`config.mk`:
```
export PLATFORM = sky130hd
export DESIGN_NAME = pe_cfg_streamer
export DESIGN_NICKNAME = d
export VERILOG_FILES = /design/src/rtl/pe_cfg_streamer_pkg.sv /design/src/rtl/pe_cfg_streamer_table.sv /design/src/rtl/pe_cfg_streamer.sv
export SDC_FILE = /design/constraint.sdc
export NUM_CORES = 1
export LEC_CHECK = 0
export CELL_PAD_IN_SITES_DETAIL_PLACEMENT = 0
export CELL_PAD_IN_SITES_GLOBAL_PLACEMENT = 1
export CORE_AREA = 10 10 223 246
export CTS_BUF_LIST = sky130_fd_sc_hd__clkbuf_8
export CTS_CLUSTER_SIZE = 24
export DETAILED_ROUTE_END_ITERATION = 12
export DIE_AREA = 0 0 233 256
export PLACE_DENSITY_LB_ADDON = 0.1
export SETUP_SLACK_MARGIN = 0.15
export SLEW_MARGIN = 20
export SYNTH_ARGS = -nofsm -noshare
export SYNTH_HDL_FRONTEND = slang
export SYNTH_SLANG_ARGS = --single-unit
```
`constraint.sdc`:
```
create_clock -name clk -period 12.5 [get_ports clk]
set_input_delay 1.875 -clock clk [delete_from_list [all_inputs] [get_ports clk]]
set_output_delay 1.875 -clock clk [all_outputs]
set_load 0.01 [all_outputs]
```
`src/rtl/pe_cfg_streamer_pkg.sv`:
```
// pe_cfg_streamer_pkg: shared widths, FSM state and config-beat layout for the PE config streamer.
package pe_cfg_streamer_pkg;

    localparam int CFG_W         = 33;
    localparam int CFG_VALID_BIT = 32;

    typedef enum logic {
        IDLE,
        STREAM
    } state_t;

    typedef struct packed {
        logic        valid;
        logic [31:0] payload;
    } cfg_beat_t;

    function automatic cfg_beat_t mk_beat(input logic [31:0] payload);
        return '{valid: 1'b1, payload: payload};
    endfunction

endpackage

```
`src/rtl/pe_cfg_streamer_table.sv`:
```
// pe_cfg_table: config word table, one synchronous write port and one asynchronous read port.
//   clk      : write clock
//   wr_en    : write strobe (already qualified by the caller)
//   wr_addr  : write address
//   wr_data  : entry {pe_sel, payload}
//   rd_addr  : read address
//   rd_data  : entry at rd_addr, combinational
// Contents are deliberately not reset so a table survives a streamer reset.
module pe_cfg_table #(
    parameter int DEPTH  = 16,
    parameter int ADDR_W = 4,
    parameter int W      = 33
) (
    input  logic              clk,
    input  logic              wr_en,
    input  logic [ADDR_W-1:0] wr_addr,
    input  logic [W-1:0]      wr_data,
    input  logic [ADDR_W-1:0] rd_addr,
    output logic [W-1:0]      rd_data
);

    logic [W-1:0] mem [DEPTH];

    always_ff @(posedge clk)
        if (wr_en) mem[wr_addr] <= wr_data;

    assign rd_data = mem[rd_addr];

endmodule

```
`src/rtl/pe_cfg_streamer.sv`:
```
// pe_cfg_streamer: streams a table of config words, one per cycle, onto per-PE 33-bit config ports.
//   clk, reset  : clock, synchronous active-high reset
//   tbl_wr_*    : table write port, honoured only while idle
//   tbl_len     : number of entries to stream, latched on start
//   start       : begin a stream (ignored while streaming)
//   abort       : stop immediately, no done
//   cfg_out     : NUM_PE ports of {valid, payload}, port p at cfg_out[p*33 +: 33]
//   busy        : a stream slot is being driven this cycle
//   done        : pulses with the last beat (or alone for a zero-length stream)
//   sel_err     : sticky, an entry targeted a non-existent PE
module pe_cfg_streamer
    import pe_cfg_streamer_pkg::*;
#(
    parameter int NUM_PE   = 2,
    parameter int DEPTH    = 16,
    parameter int PE_SEL_W = 1,
    parameter int ADDR_W   = 4
) (
    input  logic                    clk,
    input  logic                    reset,
    input  logic                    tbl_wr_en,
    input  logic [ADDR_W-1:0]       tbl_wr_addr,
    input  logic [PE_SEL_W+31:0]    tbl_wr_data,
    input  logic [ADDR_W:0]         tbl_len,
    input  logic                    start,
    input  logic                    abort,
    output logic [NUM_PE*CFG_W-1:0] cfg_out,
    output logic                    busy,
    output logic                    done,
    output logic                    sel_err
);

    localparam int                EW       = PE_SEL_W + 32;
    localparam logic [ADDR_W-1:0] ADDR_ONE = 1;
    localparam logic [ADDR_W:0]   LEN_ONE  = 1;

    state_t                    state, state_n;
    logic [ADDR_W-1:0]         addr, addr_n;
    logic [ADDR_W:0]           len, len_n;
    logic [NUM_PE*CFG_W-1:0]   cfg_n;
    logic                      busy_n, done_n, sel_err_n;
    logic [EW-1:0]             entry;
    logic [PE_SEL_W-1:0]       sel;
    cfg_beat_t                 beat;
    logic                      sel_ok, last, wr_ok;

    // busy is also checked so the table stays frozen while the final beat is still on the ports
    assign wr_ok = tbl_wr_en && state == IDLE && !busy && !abort;

    pe_cfg_table #(
        .DEPTH  (DEPTH),
        .ADDR_W (ADDR_W),
        .W      (EW)
    ) u_table (
        .clk     (clk),
        .wr_en   (wr_ok),
        .wr_addr (tbl_wr_addr),
        .wr_data (tbl_wr_data),
        .rd_addr (addr),
        .rd_data (entry)
    );

    assign sel    = entry[CFG_VALID_BIT +: PE_SEL_W];
    assign beat   = mk_beat(entry[CFG_VALID_BIT-1:0]);
    assign sel_ok = int'(sel) < NUM_PE;
    // compared one bit wider than addr so a full-depth stream ends as addr wraps to 0
    assign last   = len == {1'b0, addr} + LEN_ONE;

    always_comb begin
        state_n   = state;
        addr_n    = addr;
        len_n     = len;
        cfg_n     = '0;
        busy_n    = 1'b0;
        done_n    = 1'b0;
        sel_err_n = sel_err;
        if (abort) begin
            state_n = IDLE;
        end else if (state == IDLE) begin
            if (start) begin
                state_n = STREAM;
                addr_n  = '0;
                len_n   = tbl_len;
            end
        end else if (len == '0) begin
            // zero-length stream: one cycle in STREAM just to produce the done pulse
            state_n = IDLE;
            done_n  = 1'b1;
        end else begin
            busy_n    = 1'b1;
            done_n    = last;
            addr_n    = addr + ADDR_ONE;
            state_n   = last ? IDLE : STREAM;
            sel_err_n = sel_err | !sel_ok;
            // bad pe_sel matches no port, so the slot goes out as all zeros
            for (int p = 0; p < NUM_PE; p++)
                cfg_n[p*CFG_W +: CFG_W] = {CFG_W{sel_ok && int'(sel) == p}} & beat;
        end
    end

    always_ff @(posedge clk) begin
        if (reset) begin
            state   <= IDLE;
            addr    <= '0;
            len     <= '0;
            cfg_out <= '0;
            busy    <= 1'b0;
            done    <= 1'b0;
            sel_err <= 1'b0;
        end else begin
            state   <= state_n;
            addr    <= addr_n;
            len     <= len_n;
            cfg_out <= cfg_n;
            busy    <= busy_n;
            done    <= done_n;
            sel_err <= sel_err_n;
        end
    end

endmodule
```
Yosys cells after proc, flatten, opt, wreduce, memory -nomap -nowiden
Memory sizes are Yosys's and may differ from the RTL's. A register that Yosys moved wholly into a read port is not among the register bits.
Cells that the tools add are included.
{ "classes": {"n_mux": 13, "n_bitwise": 5, "reduce_logical": 12, "add_sub_neg": 2, "eq_ne": 2} }
{ "ops": {"columns": ["cell", "count"], "rows": [
  ["$and 33x33->33", 2],
  ["$mux 4", 5],
  ["$mux 1", 8],
  ["$reduce_and 3->1", 2],
  ["$add 4x1->5 const B", 1],
  ["$eq 5x5->1", 1],
  ["$logic_not 5->1", 1],
  ["$add 4x1->4 const B", 1],
  ["$reduce_or 4->1", 1],
  ["$logic_and 1x1->1", 3],
  ["$not 1->1", 3],
  ["$reduce_or 3->1", 1],
  ["$logic_not 1->1", 2],
  ["$ne 2x2->1 const B", 1],
  ["$reduce_bool 2->1", 1],
  ["$reduce_or 2->1", 1]
]} }
{ "totals": {"memories": 1, "reg_bits": 78, "output_inout_bits": 69, "mem_bits_rw": 528, "elab_cells": 41} }
{ "mem_list": {"columns": ["memory", "words", "width", "rd", "rd_ports_with_merged_regs", "wr", "line", "source"], "rows": [
  ["u_table.mem", 16, 33, 1, 1, 1, "pe_cfg_streamer_table.sv:22", "logic [W-1:0] mem [DEPTH];"]
]} }

Longest topological paths before layout
{ "depth": {"word_depth": 6, "depth_mapped": 8} }

Hierarchy
From an unflattened synthesis, not the netlist that was laid out.
{ "hier_totals": {"cells_unflattened": 1045, "hier_area_um2": 22439.0} }
{ "modules_own_cells": {"columns": ["mod", "area_each_um2", "cells_per_inst", "n_inst"], "rows": [
  ["pe_cfg_table", 19970.4, 831, 1],
  ["pe_cfg_streamer", 2468.6, 214, 1]
]} }

Worst setup path after synthesis
No wires, ideal clock.
{ "synth_timing": {"kind": "input to register", "startpoint": "input port abort", "endpoint": "memory u_table.mem[0][0], enable pin", "setup_time_ns": 0.465, "arrival_time_ns": 5.019, "setup_slack_ns": 7.016, "stages": 5, "t_required_ns": 12.035, "cell_sequence": "clkbuf_1 -> nor4b_1 -> nor2b_1 -> nand2b_1 -> nor3_1"} }
{ "synth_between": {"elab_chain_len": 4} }
{ "synth_lines": {"columns": ["element", "line", "source"], "rows": [
  ["start, declared", "pe_cfg_streamer.sv:26", "input logic abort,"],
  ["$logic_not 1->1", "pe_cfg_streamer.sv:48", "assign wr_ok = tbl_wr_en && state == IDLE && !busy && !abort;"],
  ["$logic_and 1x1->1", "pe_cfg_streamer.sv:48", null],
  ["$mux 1", "pe_cfg_streamer_table.sv:25", "if (wr_en) mem[wr_addr] <= wr_data;"],
  ["$mux 1 (not written as such)", "pe_cfg_streamer_table.sv:25", null],
  ["end, declared", "pe_cfg_streamer_table.sv:22", null]
]} }
No other way between the ends.

Worst setup path in the final report
{ "layout_timing": {"startpoint": "input port abort", "endpoint": "memory u_table.mem[15][27], enable pin"} }
Same word-level chain as after synthesis.

==> results.md <==
- Gates resized during post-CTS repair numbered 0.
- Adding up every negative setup slack in the final design gives 0 ns.
- The maximum fanout along the worst path is 19.
- The first detailed-routing pass ran for 5 iterations.
- The synthesized design contains 610 register bits.
- The largest buffer count on any clock path is 3.
- The number of nets in the synthesized netlist is 1080.
- The height of the die is 256 microns.
- The layout cell share with drive strength beyond 1 is 0.238.
- The first-pass GRT wire length is around 74 mm.
- The detailed-placement wirelength estimate is about 27 mm.
- The tool flagged a number of max-cap violations equal to 0.
- Port buffering added around 110 buffers.
- TritonCTS built the clock tree.
- The hold violation total from the final report is 0.
- The cell-internal power is 0.00312 W.
- For this run, the total global-route usage over all layers was measured as 0.166.
- The switching power as a share of total power is 0.206.
- For this run, design rule violations remaining after detail routing come to 0.
- The hold path startpoint is len[1].
- The count of nets after finishing is approximately 1300.
- For this run, asynchronously set or reset flops after synthesis account for 0.
- In this design, the largest share of critical-path delay is due to simple AND/OR/NAND/NOR gates.
- The final antenna diode count is 0.
- The worst setup path is captured at a register.
- The number of routed nets with antenna violations is 0.
- The number of pins exceeding their max-slew limit in the final report is 0.
- The number of primary I/O pins is around 120.
- The required time of the critical path is between 10 and 15 ns.
- The static leakage is 8.31 nW.
- Setup repair after global routing left no endpoint under its margin.
- Using the TritonRoute via totals, the vias-per-cell ratio works out to between 5 and 6.
- IR analysis of the VDD net gives a maximum drop of 0.0000846 V.
- The share of the Yosys chip area taken by registers is 0.791.
- The via count of the first global-routing pass is roughly 11000.
- The share of total power dissipated in sequential elements is 0.567.
- The worst register-to-register path ends at cfg_out[14].
- The insertion delay of the later-clocked pin in the worst-skew pair is ~0.66 ns.
- The wire length per cell after detailed routing is between 20 and 25 microns.
- The tree is rooted in a sky130_fd_sc_hd__clkbuf_8.
- The share of total power dissipated in combinational logic is 0.022.
- The number of enable-type register cells in the synthesized netlist is between 500 and 600.
- The launching element type of the critical path is an input pin.
- In this run the core area contains 86 standard-cell rows.
- Detailed routing inserted a total of roughly 11000 vias.
- The min-delay analysis places its worst path in the category reg -> reg.
- The critical path goes through clkdlybuf4s50_1, nor4b_1, nand3_1, nor2_4, buf_4.
- The switching power is roughly 0.00081 W.
- The number of standard cells after synthesis is 1032.
- On the final layout, the worst clock skew is around 0.022 ns.
- The total wire length after detailed routing is just under 50 mm.
- The cell area power density is roughly 150 nW/um^2.
- The stage delay of the slowest cell on the critical path is about 0.8 ns.
- In this run the cell area of the synthesized design comes to around 22000 sq um.
- Clock-pin slew was measured on the worst setup and hold paths at ~0.05 ns.
- The number of design-rule violations left by the first detailed-router iteration is around 720.
- The x dimension of the die is ~230 microns.
- At the end of routability-driven placement, the weighted congestion stood at around 0.74.
- Setup slack on the worst reg-to-reg path comes out at ~9.2 ns.
- After routing the design area is between 20000 and 30000 sq um.
- Counting buffers and inverters, the worst setup path is 5 cells deep.
- The sum of internal, switching and leakage power is 0.00393 W.
- The data arrival time of the critical path is approximately 4.8 ns.
- The initial antenna violation count is 0.
- Global routing finished with a remaining overflow of 0.
- By startpoint and endpoint, the worst setup path is classified as in -> reg.
- The average footprint of a synthesized cell is around 21 sq um.
- For hold timing, the worst endpoint is len[1].
- The top cell types in the final layout, fill and taps aside, are sky130_fd_sc_hd__edfxtp_1, sky130_fd_sc_hd__mux4_2, sky130_fd_sc_hd__clkdlybuf4s50_1, sky130_fd_sc_hd__clkbuf_8, sky130_fd_sc_hd__dfxtp_1.
- The cell depth of the worst hold path is 2.
- Entering global routing, the biggest net connects ~120 pins.
- Of the available clock period, the critical path in the final layout requires 0.357.
- The area of the core region is 49700 sq um.
- The share of total power in the clock network is 0.410.
- The hold buffer count at cts is 0.
- In the synthesized netlist the dominant register cell turns out to be sky130_fd_sc_hd__edfxtp_1.
- The logic depth of the worst register-to-register path is 6.
- The post-placement cell area is roughly 24000 sq um.
- The number of setup buffers added after CTS is 0.
- On the final layout, the worst hold slack is 0.543 ns.
- For this run, the number of Yosys warnings is 0.
- The initial utilization of the core area, before any placement, comes to 0.445.
- The die covers 59600 sq um.
- The layout overhead on the synthesized area is 18.0%.
- The netlist uses 41 different library cells.
- Buffers inserted during clock tree synthesis total 96.
- The final critical path time including I/O delays and setup is approximately 4.5 ns.
- Headroom to the max-slew limit came out at 0.362.
- The largest individual stage delay along the critical path comes from the cell sky130_fd_sc_hd__nor4b_1.
- The maximum operating frequency is around 220 MHz.
- The slew at the pin closest to its max-slew limit is approximately 0.96 ns.
- The run finished with clean final reports.
- The critical path buffer and inverter count is 2.
- The setup-violating endpoint count in the final report is 0.
- The tree built by TritonCTS fans out to approximately 600 sinks.
- Counting the fill cells in the layout gives 4027.
- The library cell used most frequently in the layout, excluding fill and tap cells, is sky130_fd_sc_hd__edfxtp_1.
- The H-tree was split into 3 levels.
## cells in the mapped netlist (all sizes together) (6+ instances only)
library cell	count	area, sq um
edfxtp	528	15900
mux4	129	2910
nor2	85	319
dfxtp	82	1640
a221oi	31	272
a22o	31	272
clkbuf	30	113
buf	27	150
mux2i	14	140
nand2b	7	43.8
o21ai	7	35.0
a21oi	6	30.0
nand2	6	22.5
nor2b	6	37.5
## worst max path at each step
stage	startpoint	to	slack, ns
3_5_place_dp	abort	u_table.mem[15][31]	7.43
3_3_place_gp	abort	u_table.mem[10][6]	7.47
5_1_grt	abort	u_table.mem[15][29]	7.97
6_report	abort	u_table.mem[15][27]	8.04
2_1_floorplan	abort	u_table.mem[0][0]	7.02
4_1_cts	abort	u_table.mem[15][29]	8.15
## cell families (layout without fill, tap and decap cells)
| group | count (synthesis) | after routing | share of synthesized area |
|---|---|---|---|
| compound gates | 87 | 87 | 0.0315 |
| xor+xnor | 5 | 5 | 0.00198 |
| fa+ha+maj | 1 | 1 | 0.000565 |
| buf+inv | 61 | 321 | 0.0126 |
| flops | 610 | 610 | 0.791 |
| mux | 143 | 143 | 0.138 |
| other cells | 1 | 1 | 0.000169 |
| simple gates | 124 | 124 | 0.0250 |
## layer usage
| metal | global-route usage | up-vias | part of all wire |
|---|---|---|---|
| met3 | 0.0349 | 54 | 0.048 |
| met2 | 0.266 | 251 | 0.50 |
| li1 | - | 4634 | - |
| met1 | 0.221 | 5595 | 0.43 |
| met4 | 0.0558 | 0 | 0.018 |
| met5 | 0 | - | 0 |
## sequential cells by signal (all words and copies together) (netlist names), named ones only
signal,flops
busy,1
done,1
addr,4
len,5
cfg_out,66
u_table.mem,528
state,1
## stage by stage
stage	setup WS, ns	instances	utilization
final	8.04	1952	0.525
after global routing	7.97	1952	0.525
after CTS	8.15	1951	0.525
after detailed placement	7.43	1772	0.487
after global placement	7.47	1770	0.486
after floorplan	7.02	1032	-
## worst reg2reg max path, cell delays in order (launching register included)
cell and delay (ns):
sky130_fd_sc_hd__dfxtp_4 0.35, sky130_fd_sc_hd__buf_12 0.63, sky130_fd_sc_hd__buf_4 0.72, sky130_fd_sc_hd__mux4_2 0.61, sky130_fd_sc_hd__a22o_1 0.24, sky130_fd_sc_hd__a221oi_1 0.52
sky130_fd_sc_hd__nor2_1 0.10
## power groups by stage
stage	logic, W	registers (W)	clock network [W]
4_1_cts	0.0000895	0.00223	0.00166
3_3_place_gp	0.0000874	0.00227	0
5_1_grt	0.0000957	0.00223	0.00176
2_1_floorplan	0.0000344	0.00227	0
6_report	0.0000873	0.00223	0.00161
3_5_place_dp	0.0000893	0.00227	0
## area by class of cell
type                    count  area [sq um]  share of cell area
inverters                   4          15.0            0.000575
clock inverters            70           372              0.0142
multi-input cells         361          4500               0.172
clock buffers             109          1500              0.0574
flip-flops and latches    610         17500               0.670
repair buffers            138          1410              0.0538
well taps                 660           826              0.0316
No activity file was read; power rests on OpenSTA's default activity.
